## config.mk

```make
export PLATFORM = sky130hd
export DESIGN_NAME = pe_array_feeder
export DESIGN_NICKNAME = d
export VERILOG_FILES = /design/src/rtl/pe_pkg.sv /design/src/rtl/pe_skew_line.sv /design/src/rtl/pe_array_feeder.sv
export SDC_FILE = /design/constraint.sdc
export NUM_CORES = 1
export LEC_CHECK = 0
export ABC_AREA = 0
export CAP_MARGIN = 20
export CORE_ASPECT_RATIO = 0.7
export CORE_MARGIN = 1
export CORE_UTILIZATION = 51
export CTS_CLUSTER_DIAMETER = 40
export DETAILED_ROUTE_END_ITERATION = 6
export GPL_TIMING_DRIVEN = 0
export PLACE_DENSITY = 0.79
export SLEW_MARGIN = 20
export SYNTH_ARGS = -nofsm -noshare
export SYNTH_HDL_FRONTEND = slang
export SYNTH_SLANG_ARGS = --single-unit
```

## constraint.sdc

```tcl
create_clock -name PE_clk -period 3 [get_ports PE_clk]
set_input_delay 0.3 -clock PE_clk [delete_from_list [all_inputs] [get_ports PE_clk]]
set_output_delay 0.3 -clock PE_clk [all_outputs]
set_load 0.01 [all_outputs]
```

## src/rtl/pe_pkg.sv

```systemverilog
// Shared types and helpers for the PE array edge logic.
package pe_pkg;
  typedef logic signed [8:0]  int9_t;
  typedef logic signed [31:0] int32_t;

  typedef enum logic [2:0] {
    S_IDLE,
    S_LOAD_BUF,
    S_PUSH,
    S_FEED,
    S_DRAIN,
    S_DONE
  } feeder_state_e;

  function automatic int32_t sext9to32(input int9_t v);
    return {{23{v[8]}}, v};
  endfunction
endpackage

```

## src/rtl/pe_skew_line.sv

```systemverilog
// Enable+data delay line; data holds its value while an enable bubble passes through.
module pe_skew_line #(
  parameter int DEPTH = 1,
  parameter int W     = 9
) (
  input  logic         PE_clk,
  input  logic         PE_rst_n,
  input  logic         in_en,
  input  logic [W-1:0] in_data,
  output logic         out_en,
  output logic [W-1:0] out_data
);
  if (DEPTH == 0) begin : g_pass
    logic unused_clk_rst;
    assign unused_clk_rst = PE_clk & PE_rst_n;
    assign out_en   = in_en;
    assign out_data = in_data;
  end else begin : g_line
    logic [DEPTH-1:0] en_q;
    logic [W-1:0]     data_q [DEPTH];

    always_ff @(posedge PE_clk or negedge PE_rst_n) begin
      if (!PE_rst_n) begin
        en_q <= '0;
        for (int i = 0; i < DEPTH; i++) data_q[i] <= '0;
      end else begin
        en_q[0] <= in_en;
        if (in_en) data_q[0] <= in_data;
        for (int i = 1; i < DEPTH; i++) begin
          en_q[i] <= en_q[i-1];
          if (en_q[i-1]) data_q[i] <= data_q[i-1];
        end
      end
    end

    assign out_en   = en_q[DEPTH-1];
    assign out_data = data_q[DEPTH-1];
  end
endmodule

```

## src/rtl/pe_array_feeder.sv

```systemverilog
// Edge feeder for the weight-stationary PE grid: buffers and pushes one weight tile,
// then streams diagonally skewed activation vectors into the row inputs.
//   state    | meaning
//   IDLE     | waiting for start
//   LOAD_BUF | accepting ROWS weight beats into wbuf
//   PUSH     | shifting wbuf down the columns, last beat first
//   FEED     | accepting k_len activation vectors
//   DRAIN    | ROWS+COLS cycles for the skew lines and grid to empty
//   DONE     | one-cycle done pulse
module pe_array_feeder
  import pe_pkg::*;
#(
  parameter int ROWS = 4,
  parameter int COLS = 4,
  parameter int KW   = 16
) (
  input  logic              PE_clk,
  input  logic              PE_rst_n,
  input  logic              start,
  input  logic [KW-1:0]     k_len,
  input  logic              w_valid,
  output logic              w_ready,
  input  logic [COLS*9-1:0] w_data,
  input  logic              act_valid,
  output logic              act_ready,
  input  logic [ROWS*9-1:0] act_data,
  output logic              busy,
  output logic              done,
  output logic              PE_mode,
  output logic [COLS-1:0]   col_en_up,
  output logic [COLS*32-1:0] col_data_up,
  output logic [ROWS-1:0]   row_en_left,
  output logic [ROWS*9-1:0] row_data_left
);
  localparam int RW = (ROWS > 1) ? $clog2(ROWS) : 1;
  localparam int DW = $clog2(ROWS + COLS);
  localparam logic [RW-1:0] ROW_LAST   = RW'(ROWS - 1);
  localparam logic [DW-1:0] DRAIN_LAST = DW'(ROWS + COLS - 1);

  feeder_state_e     state_q, state_d;
  logic [RW-1:0]     row_q, row_d;
  logic [DW-1:0]     drain_q, drain_d;
  logic [KW-1:0]     feed_q, feed_d;
  logic [KW-1:0]     k_len_q, k_len_d;
  logic [COLS*9-1:0] wbuf [ROWS];
  logic [RW-1:0]     push_idx;
  logic              act_en_q;
  logic [ROWS*9-1:0] act_data_q;

  assign push_idx = ROW_LAST - row_q;
  assign busy     = (state_q != S_IDLE);

  always_ff @(posedge PE_clk or negedge PE_rst_n) begin
    if (!PE_rst_n) begin
      state_q <= S_IDLE;
      row_q   <= '0;
      drain_q <= '0;
      feed_q  <= '0;
      k_len_q <= '0;
    end else begin
      state_q <= state_d;
      row_q   <= row_d;
      drain_q <= drain_d;
      feed_q  <= feed_d;
      k_len_q <= k_len_d;
    end
  end

  always_ff @(posedge PE_clk) begin
    if (state_q == S_LOAD_BUF && w_valid) wbuf[row_q] <= w_data;
  end

  always_comb begin
    state_d     = state_q;
    row_d       = row_q;
    drain_d     = drain_q;
    feed_d      = feed_q;
    k_len_d     = k_len_q;
    w_ready     = 1'b0;
    act_ready   = 1'b0;
    PE_mode     = 1'b0;
    col_en_up   = '0;
    col_data_up = '0;
    done        = 1'b0;
    case (state_q)
      S_IDLE: begin
        if (start) begin
          k_len_d = k_len;
          row_d   = '0;
          state_d = S_LOAD_BUF;
        end
      end
      S_LOAD_BUF: begin
        w_ready = 1'b1;
        if (w_valid) begin
          if (row_q == ROW_LAST) begin
            row_d   = '0;
            state_d = S_PUSH;
          end else begin
            row_d = row_q + RW'(1);
          end
        end
      end
      S_PUSH: begin
        PE_mode   = 1'b1;
        col_en_up = '1;
        for (int c = 0; c < COLS; c++)
          col_data_up[c*32 +: 32] = sext9to32(wbuf[push_idx][c*9 +: 9]);
        if (row_q == ROW_LAST) begin
          row_d   = '0;
          feed_d  = '0;
          drain_d = '0;
          state_d = (k_len_q == '0) ? S_DRAIN : S_FEED;
        end else begin
          row_d = row_q + RW'(1);
        end
      end
      S_FEED: begin
        act_ready = 1'b1;
        if (act_valid) begin
          // k_len_q is nonzero here, so the subtraction cannot wrap
          if (feed_q == k_len_q - KW'(1)) begin
            drain_d = '0;
            state_d = S_DRAIN;
          end else begin
            feed_d = feed_q + KW'(1);
          end
        end
      end
      S_DRAIN: begin
        if (drain_q == DRAIN_LAST) state_d = S_DONE;
        else drain_d = drain_q + DW'(1);
      end
      S_DONE: begin
        done    = 1'b1;
        state_d = S_IDLE;
      end
      default: state_d = S_IDLE;
    endcase
  end

  // Injection register shared by all lanes; row r then adds r more stages.
  always_ff @(posedge PE_clk or negedge PE_rst_n) begin
    if (!PE_rst_n) begin
      act_en_q   <= 1'b0;
      act_data_q <= '0;
    end else begin
      act_en_q <= act_valid & act_ready;
      if (act_valid & act_ready) act_data_q <= act_data;
    end
  end

  for (genvar r = 0; r < ROWS; r++) begin : g_row
    pe_skew_line #(
      .DEPTH(r),
      .W    (9)
    ) u_skew (
      .PE_clk  (PE_clk),
      .PE_rst_n(PE_rst_n),
      .in_en   (act_en_q),
      .in_data (act_data_q[r*9 +: 9]),
      .out_en  (row_en_left[r]),
      .out_data(row_data_left[r*9 +: 9])
    );
  end
endmodule

```

==> impl_metrics.env <==
export IMPL_status="finished, final reports clean"
export IMPL_worstMarginPinSlew_ps=706.8
export IMPL_grt_usage_pct=22.59
export IMPL_timing_final_ws_setup_ps=61.44
export IMPL_cp_cell_sequence="clkbuf_4 -> buf_4 -> mux4_2 -> and2_4 -> buf_4 -> clkdlybuf4s50_1"
export IMPL_synth_edf_count=144
export IMPL_crit_fanout=10
export IMPL_finalCritPeriodShare_pct=97.95
export IMPL_slowest_stage="clkdlybuf4s50_1"
export IMPL_ys_warn_count=0
export IMPL_cts_reportedPaths_clkPinSlew_ps=60
export IMPL_synthFlopType="edfxtp_1"
export IMPL_grt_max_degree=99
export IMPL_yosys_top_cells_count="144 x edfxtp_1, 134 x dfrtp_1, 129 x buf_4"
export IMPL_critPathArrivalTime_ps=2640
export IMPL_dieArea_mm2=0.02515
export IMPL_antenna_found_initial=2
export IMPL_worst_path_most_repeated_cell="buf_4"
export IMPL_final_cells=1539
export IMPL_dp_cells=1448
export IMPL_die_y_um=133.0
export IMPL_layout_area_seq_mm2=0.007679
export IMPL_crit_path_end_kind="primary output"
export IMPL_ff2ff_setup_slack_ps=160
export IMPL_yosys_area_top_type_share_pct=34.59
export IMPL_nNetsFinal=1297
export IMPL_maxSlewViolCount=0
export IMPL_cts_buffer_depth=3
export IMPL_power_leakage_nw=7.526
export IMPL_core_mm2=0.02382
export IMPL_mappedNetlistArea_mm2=0.01250
export IMPL_drv_cap=0
export IMPL_cts_made_buffers=31
export IMPL_first_global_vias=8093
export IMPL_fin_crit_ps=2939
export IMPL_place_hpwl_mm=18.80
export IMPL_pwr_density_cell_mw_per_mm2=769.7
export IMPL_syn_to_final_growth_pct=37.59
export IMPL_drt_iter0_drc=472
export IMPL_yosys_area_top_type="edfxtp_1"
export IMPL_dp_slack_ps=-934.1
export IMPL_ios=270
export IMPL_required_ps=2700
export IMPL_place_gp_congestion=0.8383
export IMPL_fillers=1633
export IMPL_synth_nets=958
export IMPL_routedWlPerCell_um=18.56
export IMPL_ys_seq_area_share_pct=61.41
export IMPL_via_per_inst=5.242
export IMPL_grt_pass1_wl_mm=44.51
export IMPL_cp_top_family="buffers and inverters"
export IMPL_fmax_ghz=0.3403
export IMPL_critPathLaunchType="flop"
export IMPL_worstSkewPairLatency_ps=550
export IMPL_netlist_instances=856
export IMPL_port_buffers=269
export IMPL_critPathBufInv=4
export IMPL_critPathKind="flop to primary output"
export IMPL_final_layout_size_suffix_gt1_share_pct=34.18
export IMPL_synthTopCellsByArea="edfxtp_1 35%, dfrtp_1 27%, mux2_2 9.2%"
export IMPL_postSynth_asyncResetShare_pct=48.20
export IMPL_start_util_pct=52.49
export IMPL_clock_skew_ps=8.727
export IMPL_syn_area_per_cell_um2=14.61
export IMPL_htreeDepth=1
export IMPL_num_rows=47
export IMPL_gr_total_overflow=0
export IMPL_drcViolationCount=0
export IMPL_setup_viol=0
export IMPL_die_w_um=189.1
export IMPL_multi_input_area_mm2=0.003765
export IMPL_ctsRootBufferMaster="clkbuf_16"
export IMPL_synth_seq_cells=278
export IMPL_holdWs_ps=195.1
export IMPL_hold_viol=0
export IMPL_tritoncts="yes"
export IMPL_hold_class="primary input to async pin"
export IMPL_drt_first_pass_iters=5
export IMPL_num_vias=8068
export IMPL_slew_limit_headroom_pct=52.88
export IMPL_cpPeakStageDelay_ps=480
export IMPL_yosysUniqueCellTypes=60
export IMPL_synth_most_common_cell="edfxtp_1"
export IMPL_cts_sinks=278
export IMPL_routed_wirelength_mm=28.56
export IMPL_ir_drop_mv=0.4969
export IMPL_antenna_left=0
==> area by class of cell <==
| class | count | share of cell area (%) |
|---|---|---|
| diodes | 1 | 0.01455 |
| clock buffers | 40 | 4.997 |
| repair buffers | 297 | 17.38 |
| plain buffers | 165 | 7.157 |
| flip-flops and latches | 278 | 44.64 |
| inverters | 21 | 0.4582 |
| clock inverters | 18 | 1.157 |
| multi-input cells | 401 | 21.89 |
| well taps | 318 | 2.313 |
==> metal layers <==
metal  share of wire (%)  wire length, um  global-route usage, %
met4                 1.6              450                  4.435
met1                  42            12110                  30.95
met2                  47            13370                  35.99
met3                 9.2             2634                  6.790
met5                   0                0                      0
==> through the flow <==
stage | util, % | power, mW | cell area, um2 | setup TNS, ps
after floorplan | - | 7.529 | 12500 | 0
after global placement | 65.47 | 8.881 | 15590 | -611450
after detailed placement | 65.96 | 9.050 | 15710 | -80450
after CTS | 71.64 | 13.20 | 17060 | 0
after global routing | 72.21 | 13.85 | 17200 | -55.20
final | 72.22 | 13.24 | 17200 | 0
==> what timing repair did <==
item | CTS | global route
setup buffers | 12 | 10
gates resized for setup | 75 | 55
hold buffers | 1 | 0
endpoints found under the hold margin | 36 | 0
pin swaps | 2 | 3
setup endpoints to repair | 205 | 107
cloned | 7 | 2
==> registers in the layout, summed over array words and instances, names as in the netlist <==
register / count
act_en_q: 1
act_data_q: 36
wbuf: 144
drain_q: 3
g_row.u_skew.out_data: 27
feed_q: 16
state_q: 3
k_len_q: 16
g_row.u_skew.g_line.data_q: 27
row_q: 2
g_row.u_skew.g_line.en_q: 3
==> kinds of logic after synthesis <==
group           Yosys count  synth area share (%)
mux                     141                 15.91
compound gates           62                 3.583
simple gates            165                 7.636
fa+ha+maj                 9                0.9007
flops                   278                 61.41
buf+inv                 186                 9.508
xor+xnor                 15                 1.051
==> cells in the final DEF (no fill, tap or decap), types with 6 or more instances in the layout <==
cell and instances:
nand2b_1 9, and3_1 6, mux2_2 102, and2_4 13
buf_12 9, xor2_1 6, edfxtp_1 144, dlygate4sd2_1 11
o21ai_0 14, and2_1 33, xnor2_1 9, a211oi_1 6
nand4_1 15, dfrtp_1 133, inv_6 6, ha_1 8
buf_4 170, nand2_1 27, inv_1 21, clkbuf_1 18
nor2_1 18, mux4_2 36, clkdlybuf4s50_1 220, nor3_1 8
a211o_1 7, nand3_1 11, dlymetal6s2s_1 18, clkbuf_16 32
==> power by group <==
group	switching, mW	total (mW)	internal [mW]	leakage (nW)
clock network	1.57	3.88	2.31	0.529
logic	1.84	4.16	2.32	3.93
registers	0.455	5.20	4.75	3.06
total	3.87	13.2	9.37	7.53
==> final timing paths <==
kind / start / endpoint / cells past startpoint
hold reg to reg: g_row[3].u_skew.g_line.en_q[1] / g_row[3].u_skew.g_line.en_q[2] / 0
max in group asynchronous: PE_rst_n / k_len_q[0] / 3
min in group PE_clk: k_len[8] / k_len_q[8] / 3
setup / recovery: row_q[1] / col_data_up[28] / 6
hold / removal: PE_rst_n / g_row[3].u_skew.out_data[0] / 2
setup reg to reg: k_len_q[0] / feed_q[1] / 11
No activity file was read; power rests on OpenSTA's default activity.
